<file path="config.mk">
export PLATFORM = sky130hd
export DESIGN_NAME = seg_scan_ctrl
export DESIGN_NICKNAME = d
export VERILOG_FILES = /design/src/rtl/seg_scan_ctrl.sv
export SDC_FILE = /design/constraint.sdc
export NUM_CORES = 1
export LEC_CHECK = 0
export ABC_AREA = 1
export BUFFER_PORTS_ARGS = -buffer_cell sky130_fd_sc_hd__clkbuf_2
export CAP_MARGIN = 10
export CORE_UTILIZATION = 50
export DETAILED_ROUTE_END_ITERATION = 12
export PLACE_DENSITY_LB_ADDON = 0.05
export RECOVER_POWER = 25
export SYNTH_ARGS = -nofsm -noshare
export SYNTH_HDL_FRONTEND = slang
export SYNTH_SLANG_ARGS = --single-unit
</file>
<file path="constraint.sdc">
create_clock -name clk -period 2.9 [get_ports clk]
set_input_delay 0.29 -clock clk [delete_from_list [all_inputs] [get_ports clk]]
set_output_delay 0.29 -clock clk [all_outputs]
set_load 0.005 [all_outputs]
</file>
<file path="src/rtl/seg_scan_ctrl.sv">
`default_nettype none
// ============================================================================
//  Module   : seg_scan_ctrl
//  Function : Multiplexed 7-segment scan controller. It skips masked digits,
//             blanks the start of each slot against ghosting and drives PWM
//             brightness. Optional blink feature: define SEG_SCAN_BLINK_EN.
//  Revision : 1.0  initial release
// ============================================================================
module seg_scan_ctrl #(
   parameter int NUM_DIGITS   = 6,
   parameter int SEG_W        = 7,
   parameter int SCAN_DIV     = 5000,
   parameter int BLANK_CYC    = 64,
   parameter int BRIGHT_W     = 4
`ifdef SEG_SCAN_BLINK_EN
  ,parameter int BLINK_FRAMES = 50
`endif
) (
   input  logic                        clk,
   input  logic                        rst,
   input  logic [NUM_DIGITS*SEG_W-1:0] i_seg,
   input  logic [NUM_DIGITS-1:0]       i_dp,
   input  logic [NUM_DIGITS-1:0]       i_digit_en,
   input  logic [BRIGHT_W-1:0]         i_bright,
`ifdef SEG_SCAN_BLINK_EN
   input  logic [NUM_DIGITS-1:0]       i_blink_mask,
`endif
   output logic [NUM_DIGITS-1:0]       o_seg_enb,
   output logic [SEG_W-1:0]            o_seg,
   output logic                        o_seg_dp,
   output logic                        o_frame_start
);

   localparam int IDX_W = (NUM_DIGITS > 1) ? $clog2(NUM_DIGITS) : 1;
   localparam int CNT_W = (SCAN_DIV > 1) ? $clog2(SCAN_DIV) : 1;
   localparam logic [CNT_W-1:0] C_SLOT_LAST = CNT_W'(SCAN_DIV - 1);
   localparam logic [CNT_W-1:0] C_BLANK_END = CNT_W'(BLANK_CYC);
   localparam logic [IDX_W-1:0] C_IDX_LAST  = IDX_W'(NUM_DIGITS - 1);

   typedef enum logic [0:0] {
      ST_BLANK = 1'b0,
      ST_ON    = 1'b1
   } state_t;

   state_t                  state_q, state_d;
   logic [CNT_W-1:0]        slot_cnt_q, slot_cnt_d;
   logic [IDX_W-1:0]        idx_q, idx_d;
   logic [BRIGHT_W-1:0]     pwm_q, pwm_d;
   logic                    valid_q, valid_d;
   logic [BRIGHT_W-1:0]     bright_q, bright_d;
   logic [SEG_W-1:0]        seg_lat_q, seg_lat_d;
   logic                    dp_lat_q, dp_lat_d;
   logic [NUM_DIGITS-1:0]   seg_enb_q, seg_enb_d;
   logic [SEG_W-1:0]        seg_out_q, seg_out_d;
   logic                    seg_dp_q, seg_dp_d;
   logic                    frame_q, frame_d;
   logic                    hide_d;

   logic                    w_boundary;
   logic                    w_found;
   logic [IDX_W-1:0]        w_idx_srch;
   logic                    w_lit;

   // Circular search for the first enabled digit after idx; the current
   // digit itself is the last candidate so a lone enabled digit is kept.
   always_comb begin
      w_found    = 1'b0;
      w_idx_srch = idx_q;
      for (int k = 1; k <= NUM_DIGITS; k++) begin
         int cand;
         cand = int'(idx_q) + k;
         if (cand >= NUM_DIGITS) cand = cand - NUM_DIGITS;
         if (!w_found && i_digit_en[IDX_W'(cand)]) begin
            w_found    = 1'b1;
            w_idx_srch = IDX_W'(cand);
         end
      end
   end

   always_comb begin
      w_boundary = (slot_cnt_q == C_SLOT_LAST);
      slot_cnt_d = w_boundary ? '0 : slot_cnt_q + CNT_W'(1);

      if (w_boundary)
         state_d = (BLANK_CYC == 0) ? ST_ON : ST_BLANK;
      else if (slot_cnt_d == C_BLANK_END)
         state_d = ST_ON;
      else
         state_d = state_q;

      pwm_d = (state_q == ST_ON && !w_boundary) ? pwm_q + BRIGHT_W'(1) : '0;

      valid_d   = valid_q;
      idx_d     = idx_q;
      bright_d  = bright_q;
      seg_lat_d = seg_lat_q;
      dp_lat_d  = dp_lat_q;
      frame_d   = 1'b0;
      // Everything a slot displays is frozen here for the whole slot.
      if (w_boundary) begin
         valid_d   = w_found;
         if (w_found) idx_d = w_idx_srch;
         bright_d  = i_bright;
         seg_lat_d = i_seg[int'(idx_d)*SEG_W +: SEG_W];
         dp_lat_d  = i_dp[idx_d];
         frame_d   = w_found && (w_idx_srch <= idx_q);
      end
   end

`ifdef SEG_SCAN_BLINK_EN
   localparam int FC_W = (BLINK_FRAMES > 0) ? $clog2(BLINK_FRAMES + 1) : 1;

   logic            blink_q, blink_d;
   logic [FC_W-1:0] fcnt_q, fcnt_d;
   logic            hide_q;

   // fcnt holds the frames spent in the current blink phase; the phase flips
   // on the pulse that would start frame BLINK_FRAMES+1 of that phase.
   always_comb begin
      blink_d = blink_q;
      fcnt_d  = fcnt_q;
      if (frame_d) begin
         if (fcnt_q == FC_W'(BLINK_FRAMES)) begin
            blink_d = ~blink_q;
            fcnt_d  = FC_W'(1);
         end else begin
            fcnt_d  = fcnt_q + FC_W'(1);
         end
      end
      hide_d = w_boundary ? (blink_d & i_blink_mask[idx_d]) : hide_q;
   end

   always_ff @(posedge clk) begin
      if (rst) begin
         blink_q <= 1'b0;
         fcnt_q  <= '0;
         hide_q  <= 1'b0;
      end else begin
         blink_q <= blink_d;
         fcnt_q  <= fcnt_d;
         hide_q  <= hide_d;
      end
   end
`else
   assign hide_d = 1'b0;
`endif

   // Outputs are computed from the next-cycle slot state so the pins change
   // on the same edge as the state they represent.
   always_comb begin
      w_lit = (state_d == ST_ON) && valid_d && !hide_d &&
              ((bright_d == '1) || (pwm_d < bright_d));
      seg_enb_d = w_lit ? ~(NUM_DIGITS'(1) << idx_d) : '1;
      seg_out_d = w_lit ? seg_lat_d : '0;
      seg_dp_d  = w_lit ? dp_lat_d : 1'b0;
   end

   always_ff @(posedge clk) begin
      if (rst) begin
         state_q    <= ST_BLANK;
         slot_cnt_q <= C_SLOT_LAST;
         idx_q      <= C_IDX_LAST;
         pwm_q      <= '0;
         valid_q    <= 1'b0;
         bright_q   <= '0;
         seg_lat_q  <= '0;
         dp_lat_q   <= 1'b0;
         seg_enb_q  <= '1;
         seg_out_q  <= '0;
         seg_dp_q   <= 1'b0;
         frame_q    <= 1'b0;
      end else begin
         state_q    <= state_d;
         slot_cnt_q <= slot_cnt_d;
         idx_q      <= idx_d;
         pwm_q      <= pwm_d;
         valid_q    <= valid_d;
         bright_q   <= bright_d;
         seg_lat_q  <= seg_lat_d;
         dp_lat_q   <= dp_lat_d;
         seg_enb_q  <= seg_enb_d;
         seg_out_q  <= seg_out_d;
         seg_dp_q   <= seg_dp_d;
         frame_q    <= frame_d;
      end
   end

   assign o_seg_enb     = seg_enb_q;
   assign o_seg         = seg_out_q;
   assign o_seg_dp      = seg_dp_q;
   assign o_frame_start = frame_q;

endmodule
`default_nettype wire

</file>
==> out/results.txt, run 1 <==
Port buffering added 74 buffers. The worst hold path terminates at bright_q[1]. In this run, synthesis produced a sequential element count of 49. The cell count of the worst reg-to-reg path is 23. The setup check on the worst reg-to-reg path leaves a slack of -20 ps.

The logs give 0 for the count of unresolved DRC violations after routing and 0 for the sum of overflow across all layers after global routing. The run gives -50.86 ps as the worst slack at placement. The pin count of the biggest net entering global routing came out at 26. The ratio of cells with drive above 1 in the final layout is 36.70%, and the depth of the CTS H-tree is 2. The CTS clock-pin slew for the worst setup and hold paths came out at 90 ps. The start point of the worst min-delay path was i_bright[1]. The number of distinct library cells after synthesis was 41; the required time at the endpoint of the critical path was 3080 ps.

The worst register-to-register path begins at idx_q[1]. Layout-stage area growth over the synthesis result: 40.78%. Sequential elements use 27.54% of the synthesized area. After detailed routing, the number of vias per cell comes to 5.212. The maximum fanout encountered on the critical timing path works out to 6. The final antenna diode count came out at 0. Final layout net count: 762.

Once the floorplan was initialized, standard cells occupied 52.14% of the core. Leaving out fill and tap cells, the most frequent cell in the layout is sky130_fd_sc_hd__nand2_1. The initialized floorplan defines 30 standard-cell rows. The first global-routing pass estimated 15.50 mm of wire.

Setup repair after global routing could not meet its margin everywhere. The total number of yosys warnings was 0. The tools report the synthesized instance count as 555. The slew at the pin closest to its max-slew limit works out to 468.0 ps. By area the synthesized netlist is led by sky130_fd_sc_hd__dfxtp_1 28%, sky130_fd_sc_hd__nand2_1 21%, sky130_fd_sc_hd__nand3_1 9.6%. For the number of antenna violations at the first check in global routing, the log shows 0. In this run the critical register-to-register path is captured at o_frame_start.

The critical path arrival came out at 3100 ps. Total track usage: 25.57%. Across the routed clock network, the largest skew measured is 9.881 ps.

The die covers 7466 µm². The number of hold buffers added after CTS was 0. The run finished, with violations left. After legalization and detailed placement, the total HPWL measured 7.041 mm.

Total CTS buffers: 5. Of the available clock period, the critical path in the final layout requires 100.7%. The tools report the max-slew violation count as 0. The run gives 300 ps as the clock latency on the worst-skew pair. The worst min-delay path class was in -> reg.

The number of primary I/O pins is 75. The critical path is of the reg -> reg type. At the end of routability-driven placement, the weighted congestion stood at 0.8723. The tools report the post-layout worst setup margin as -20.79 ps. The longest clock path from root to sink contains 2 buffers. The netlist area before placement is 3562 µm². In the layout the commonest cells are 176 x sky130_fd_sc_hd__nand2_1, 69 x sky130_fd_sc_hd__clkbuf_2, 52 x sky130_fd_sc_hd__nand3_1. In this run the biggest area consumer among cell types represents 27.54% of the synthesized area. Static timing analysis puts the maximum clock frequency at 0.3424 GHz. The run gives 3642 as the via count of the first global-routing pass. For the worst max-slew margin expressed relative to the limit, the log shows 68.47%. Clock tree synthesis found a total of 49 sinks. For the number of hold-slack violations in the final timing report, the log shows 0. The worst setup path is captured at a flop. The routed layout has 4065 vias. A synthesized cell averages 6.418 µm². Max-cap violations in this run came to 0.

The smallest clock period supported by the final layout is computed as 2921 ps. The tools report the violation count after the first detailed-routing iteration as 136. Once detail routing completed, the nets flagged for antenna violations numbered 0.

Cell taking the most area after synthesis: sky130_fd_sc_hd__dfxtp_1. The number of detailed-routing iterations run before antenna repair was 4. The checks that failed: setup timing.

Total length of routed wires: 10.17 mm. The cell at the root of the clock tree is sky130_fd_sc_hd__clkbuf_8. Measured along the y axis, the die boundary spans 86.41 µm.

The fill cell instance count of the final layout is 552, and the die outline width is 86.41 µm. TritonCTS built the clock tree. After detailed routing, the average wire length per cell comes to 13.04 µm.

The logs give 634 for the number of nets produced by synthesis and 6832 µm² for the core outline area. The worst hold path stage count came out at 3. The run gives 1 as the number of setup violations in the final report. The final cell utilization of the core came out at 73.41%. STA classifies the critical path startpoint as a flop.
layer usage:
metal | vias up | part of all wire, % | track usage [%]
li1 | 2056 | - | -
met1 | 1849 | 44 | 32.29
met2 | 135 | 49 | 45.74
met3 | 25 | 5.1 | 4.571
met4 | 0 | 2.0 | 4.848
met5 | - | 0 | 0
cell usage after synthesis (all sizes together):
| cell type | count |
|---|---|
| dfxtp | 49 |
| buf | 8 |
| nor3 | 9 |
| clkbuf | 5 |
| nand3 | 74 |
| a211oi | 2 |
| ha | 19 |
| xor2 | 3 |
| a21oi | 22 |
| o21ai | 23 |
| o31ai | 1 |
| nand4 | 12 |
| mux2i | 4 |
| or2 | 4 |
| nand3b | 3 |
| nor2 | 37 |
| o211ai | 2 |
| clkinv | 2 |
| nand2 | 209 |
| xnor2 | 2 |
| nor4 | 3 |
| inv | 59 |
| o21bai | 1 |
| o21a | 1 |
| nand2b | 1 |
worst max path at each step:
stage | endpoint | slack [ps] | startpoint
after floorplan | o_frame_start | 10 | idx_q[0]
after global placement | o_frame_start | 60 | idx_q[1]
after detailed placement | o_frame_start | -50 | idx_q[1]
after CTS | o_frame_start | 1 | idx_q[1]
after global routing | o_frame_start | -170 | idx_q[2]
final | o_frame_start | -20 | idx_q[1]
logic make-up after synthesis:
kind of cell	after synthesis	synth area share, %
AO/OA/AOI/OAI	52	8.465
XOR/XNOR	5	1.230
adder cells (fa/ha/maj)	19	6.674
buffers and inverters	74	9.589
flip-flops	49	27.54
multiplexers	4	1.124
AND/OR/NAND/NOR	352	45.38
state kept, by name, summed over array words and instances (netlist names), 3 cells and up:
signal / count
idx_q: 3
o_seg: 7
o_seg_enb: 6
bright_q: 4
slot_cnt_q: 13
seg_lat_q: 7
pwm_q: 4
per-stage QoR:
step	area [µm²]	TNS, ps	cells	hold WS (ps)
after floorplan	3618	0	555	442.2
after global placement	4250	0	743	459.5
after detailed placement	4250	-50.86	743	464.3
after CTS	4457	0	757	273.6
after global routing	5015	-1813	780	266.8
final	5015	-20.79	780	266.6
critical path: stages (launching register included):
cell and delay, ps:
sky130_fd_sc_hd__dfxtp_4 410, sky130_fd_sc_hd__clkinv_8 80, sky130_fd_sc_hd__ha_4 240, sky130_fd_sc_hd__nand2_1 80
sky130_fd_sc_hd__nand2_2 70, sky130_fd_sc_hd__xor2_2 270, sky130_fd_sc_hd__nand2_1 100, sky130_fd_sc_hd__nand2_1 90
sky130_fd_sc_hd__nand3_2 90, sky130_fd_sc_hd__buf_6 140, sky130_fd_sc_hd__inv_1 80, sky130_fd_sc_hd__nand3_2 70
sky130_fd_sc_hd__nand2_1 80, sky130_fd_sc_hd__inv_1 40, sky130_fd_sc_hd__nand2_1 60, sky130_fd_sc_hd__nand2_1 70
sky130_fd_sc_hd__nand2_2 80, sky130_fd_sc_hd__nand3_4 70, sky130_fd_sc_hd__nand2_4 90, sky130_fd_sc_hd__inv_4 50
sky130_fd_sc_hd__ha_4 270, sky130_fd_sc_hd__nand2_2 50, sky130_fd_sc_hd__o21ai_2 140, sky130_fd_sc_hd__a211oi_2 70
layout make-up:
cell class                 instances  area [µm²]  area share, %
tap                               96       120.1          2.395
sequential                        49       992.2          19.79
multi-input combinational        434        2688          53.59
inverter                          61       266.5          5.314
clock buffer                       6       82.58          1.647
timing repair buffer             132       852.1          16.99
clock inverter                     2       13.76         0.2745
what timing repair did:
item                       4_1_cts  5_1_grt
buffers inserted                 6       20
setup endpoints to repair        1       24
pin swaps                        5       23
cloned                           0        3
gates resized for setup         16       94
Power of run 1 is left out: the tool's default activity adds up to more than one toggle a clock period on the data nets, which glitch-free logic cannot reach.
==> run 2, diff against run 1 <==
- PLACE_DENSITY_LB_ADDON: 0.05 -> 0.1
==> out/results.txt, run 2 (synthesis gave the netlist of run 1 again) <==
Setup repair after global routing could not meet its margin everywhere. Post-layout worst setup margin: -46.45 ps (-25.66 ps). The via count of the first global-routing pass is 3488 (-4.2%), and the first-pass GRT wire length is 14.88 mm (-4.0%).

The number of setup violations in the final report is 3 (+2), and the detail-routed via count per cell is 5.250 (+0.73%). The number of core rows was 30 (unchanged); the slew at the pin closest to its max-slew limit was 513.8 ps (+45.79 ps). The run gives 9.098 ps (-0.7826 ps) as the setup clock skew after layout. The tools report the fill cell instance count of the final layout as 547 (-0.91%). Maximum fanout encountered on the critical timing path: 8 (+2).

The post-detailed-route wirelength per cell was 13.45 µm (+3.2%); the maximum buffer depth of the clock tree was 2 (unchanged). On the critical path, the stage with the largest delay is an instance of sky130_fd_sc_hd__dfxtp_4. The maximum cell stage delay along the critical path was 400 ps (about the same); the number of antenna violations at the first check in global routing was 0 (unchanged). The worst min-delay path class is in -> reg.

The cell that appears most often on the critical path is sky130_fd_sc_hd__nand2_4. The clock latency on the worst-skew pair is 300 ps (about the same). The nature of the critical path endpoint was a flop. The TritonCTS sink count is 49 (unchanged), and the number of buffers inserted for hold repair after clock tree synthesis is 0 (unchanged).

The number of buffer and inverter stages on the critical path is 4 (-1), and the area occupied by multi-input gates is 2713 µm² (+0.93%). The final antenna diode count was 0 (unchanged). The flip-flop count of the largest register, all copies and words added works out to 13 (unchanged). The library cell used most frequently in the layout, excluding fill and tap cells, is sky130_fd_sc_hd__nand2_1.

The logs give 0 (unchanged) for the count of unresolved DRC violations after routing and 65.39% (-3.1 points) for the worst max-slew margin expressed relative to the limit. The category of the critical setup timing path was reg -> reg. The detailed placement HPWL came out at 6.980 mm (-0.86%). The number of buffers added on ports was 74 (unchanged); the violation count after the first detailed-routing iteration was 313 (+130%). Initial core utilization: 52.14% (unchanged). The checks that failed: setup timing. The total CTS buffers came out at 5 (unchanged).

Leaving out fill and tap cells, the most frequent cells in the layout are 170 x sky130_fd_sc_hd__nand2_1, 70 x sky130_fd_sc_hd__clkbuf_2, 49 x sky130_fd_sc_hd__nand3_1. The register with the highest flop count is slot_cnt_q. The number of vias in the routed layout is 4100 (+0.86%), and the number of routed nets with antenna violations is 0 (unchanged). The depth of the CTS H-tree came out at 2 (unchanged). The area growth from synthesis to layout is 43.13%. The number of detailed-routing iterations run before antenna repair is 5 (+1), and the ratio of cells with drive above 1 in the final layout is 38.39% (+1.7 points).

The final layout net count is 763 (+0.13%), and the core outline area is 6832 µm² (unchanged). The worst setup path is launched from a flop. The CTS clock-pin slew for the worst setup and hold paths is 90 ps (about the same), and the minimum clock period after layout is 2946 ps (+25.66 ps).

The signal on the critical path passes through inv_8 > ha_4 > inv_6 > nand2_2 > nand3_2 > nand2_2 > nand2_4 > nand2_4 > nand2_4 > nand3_4 > nand2_8 > nand4_1 > nor2_1 > nor2_2 > nand2_2 > nand3_4 > nand2_4 > buf_6 > buf_12 > nand2_1 > nand3_2 > nand3_2 > a21oi_2. The part of the cycle the worst path needs was 101.6% (+0.88 points); the critical path arrival was 3170 ps (+70 ps). The required time at the endpoint of the critical path is 3130 ps (+50 ps), and the final cell utilization of the core is 74.63% (+1.2 points). The root buffer cell chosen for the clock tree is sky130_fd_sc_hd__clkbuf_8. The logs give 0.3394 GHz (-0.87%) for the maximum achievable frequency and 75 (unchanged) for the number of primary I/O pins. The die outline width was 86.41 µm (unchanged). The area of the die is 7466 µm² (unchanged), and the max-slew violation count is 0 (unchanged).

The run gives 0 (unchanged) as the sum of overflow across all layers after global routing. The die boundary height came out at 86.41 µm (unchanged). The run finished, with violations left.

For the footprint of the flip-flops and latches, the log shows 992.2 µm² (unchanged). The run gives 0 (unchanged) as the number of max-capacitance violations reported. For the final weighted congestion in routability-driven placement, the log shows 0.8927 (+2.3%). The number of hold-slack violations in the final timing report is 0 (unchanged), and the total length of routed wires is 10.50 mm (+3.3%). The run gives 24.42% (-1.1 points) as the total track usage. Grouping stages by cell kind, the critical path spends the most delay in simple AND/OR/NAND/NOR gates. The pin count of the biggest net entering global routing is 26 (unchanged). TritonCTS built the clock tree.
run 2: cell count changes in the layout (fill, tap and decap cells not counted), sizes merged:
cell,before,now
clkbuf,80,82
clkinv,6,5
buf,58,55
inv,57,60
run 2: per-stage QoR:
step	cell area (µm²)	worst slack, ps	hold WS [ps]	setup TNS (ps)	cells
global placement	4263	-17.81	458.8	-17.81	743
finish	5099	-46.45	275.0	-71.15	781
global route	5099	-195.2	296.9	-3362	781
detailed placement	4263	-54.31	465.6	-54.31	743
CTS	4407	-1.315	269.8	-1.315	753
floorplan	3618	10.77	442.2	0	555
run 2: worst min-delay path, stage by stage:
cell and delay (ps):
sky130_fd_sc_hd__clkbuf_2 70, sky130_fd_sc_hd__mux2i_1 90, sky130_fd_sc_hd__nor2_1 90
run 2: cell type report:
class                      instances  area share, %
multi-input combinational        434          53.20
sequential                        49          19.46
timing repair buffer             131          17.67
inverter                          61          5.080
tap                               96          2.356
clock buffer                       6          1.620
timing repair inverter             2         0.3436
clock inverter                     2         0.2699
run 2: timing repair:
item                                    in CTS  in global routing
pin swaps                                    4                 52
setup buffers                                2                 21
endpoints found under the setup margin       2                 23
hold endpoints to repair                     0                  0
gates cloned                                 0                  7
resized for setup                            9                107
run 2: final timing paths:
path	to	slack, ps	start	depth (start not counted)
setup reg to reg	o_seg[0]	-50	idx_q[1]	23
hold reg to reg	seg_lat_q[2]	480	seg_lat_q[2]	2
hold / removal	bright_q[3]	270	i_bright[3]	3
setup / recovery	o_seg[0]	-50	idx_q[1]	23
run 2: routing by layer:
metal | GRT usage, % | vias up | wire (µm) | part of all wire, %
met5 | 0 | - | 0 | 0
met3 | 3.905 | 30 | 557 | 5.3
met2 | 42.86 | 159 | 5074 | 48
met1 | 31.59 | 1853 | 4635 | 44
li1 | - | 2058 | - | -
met4 | 5.152 | 0 | 237 | 2.3
Power of run 2 is left out for the same reason.
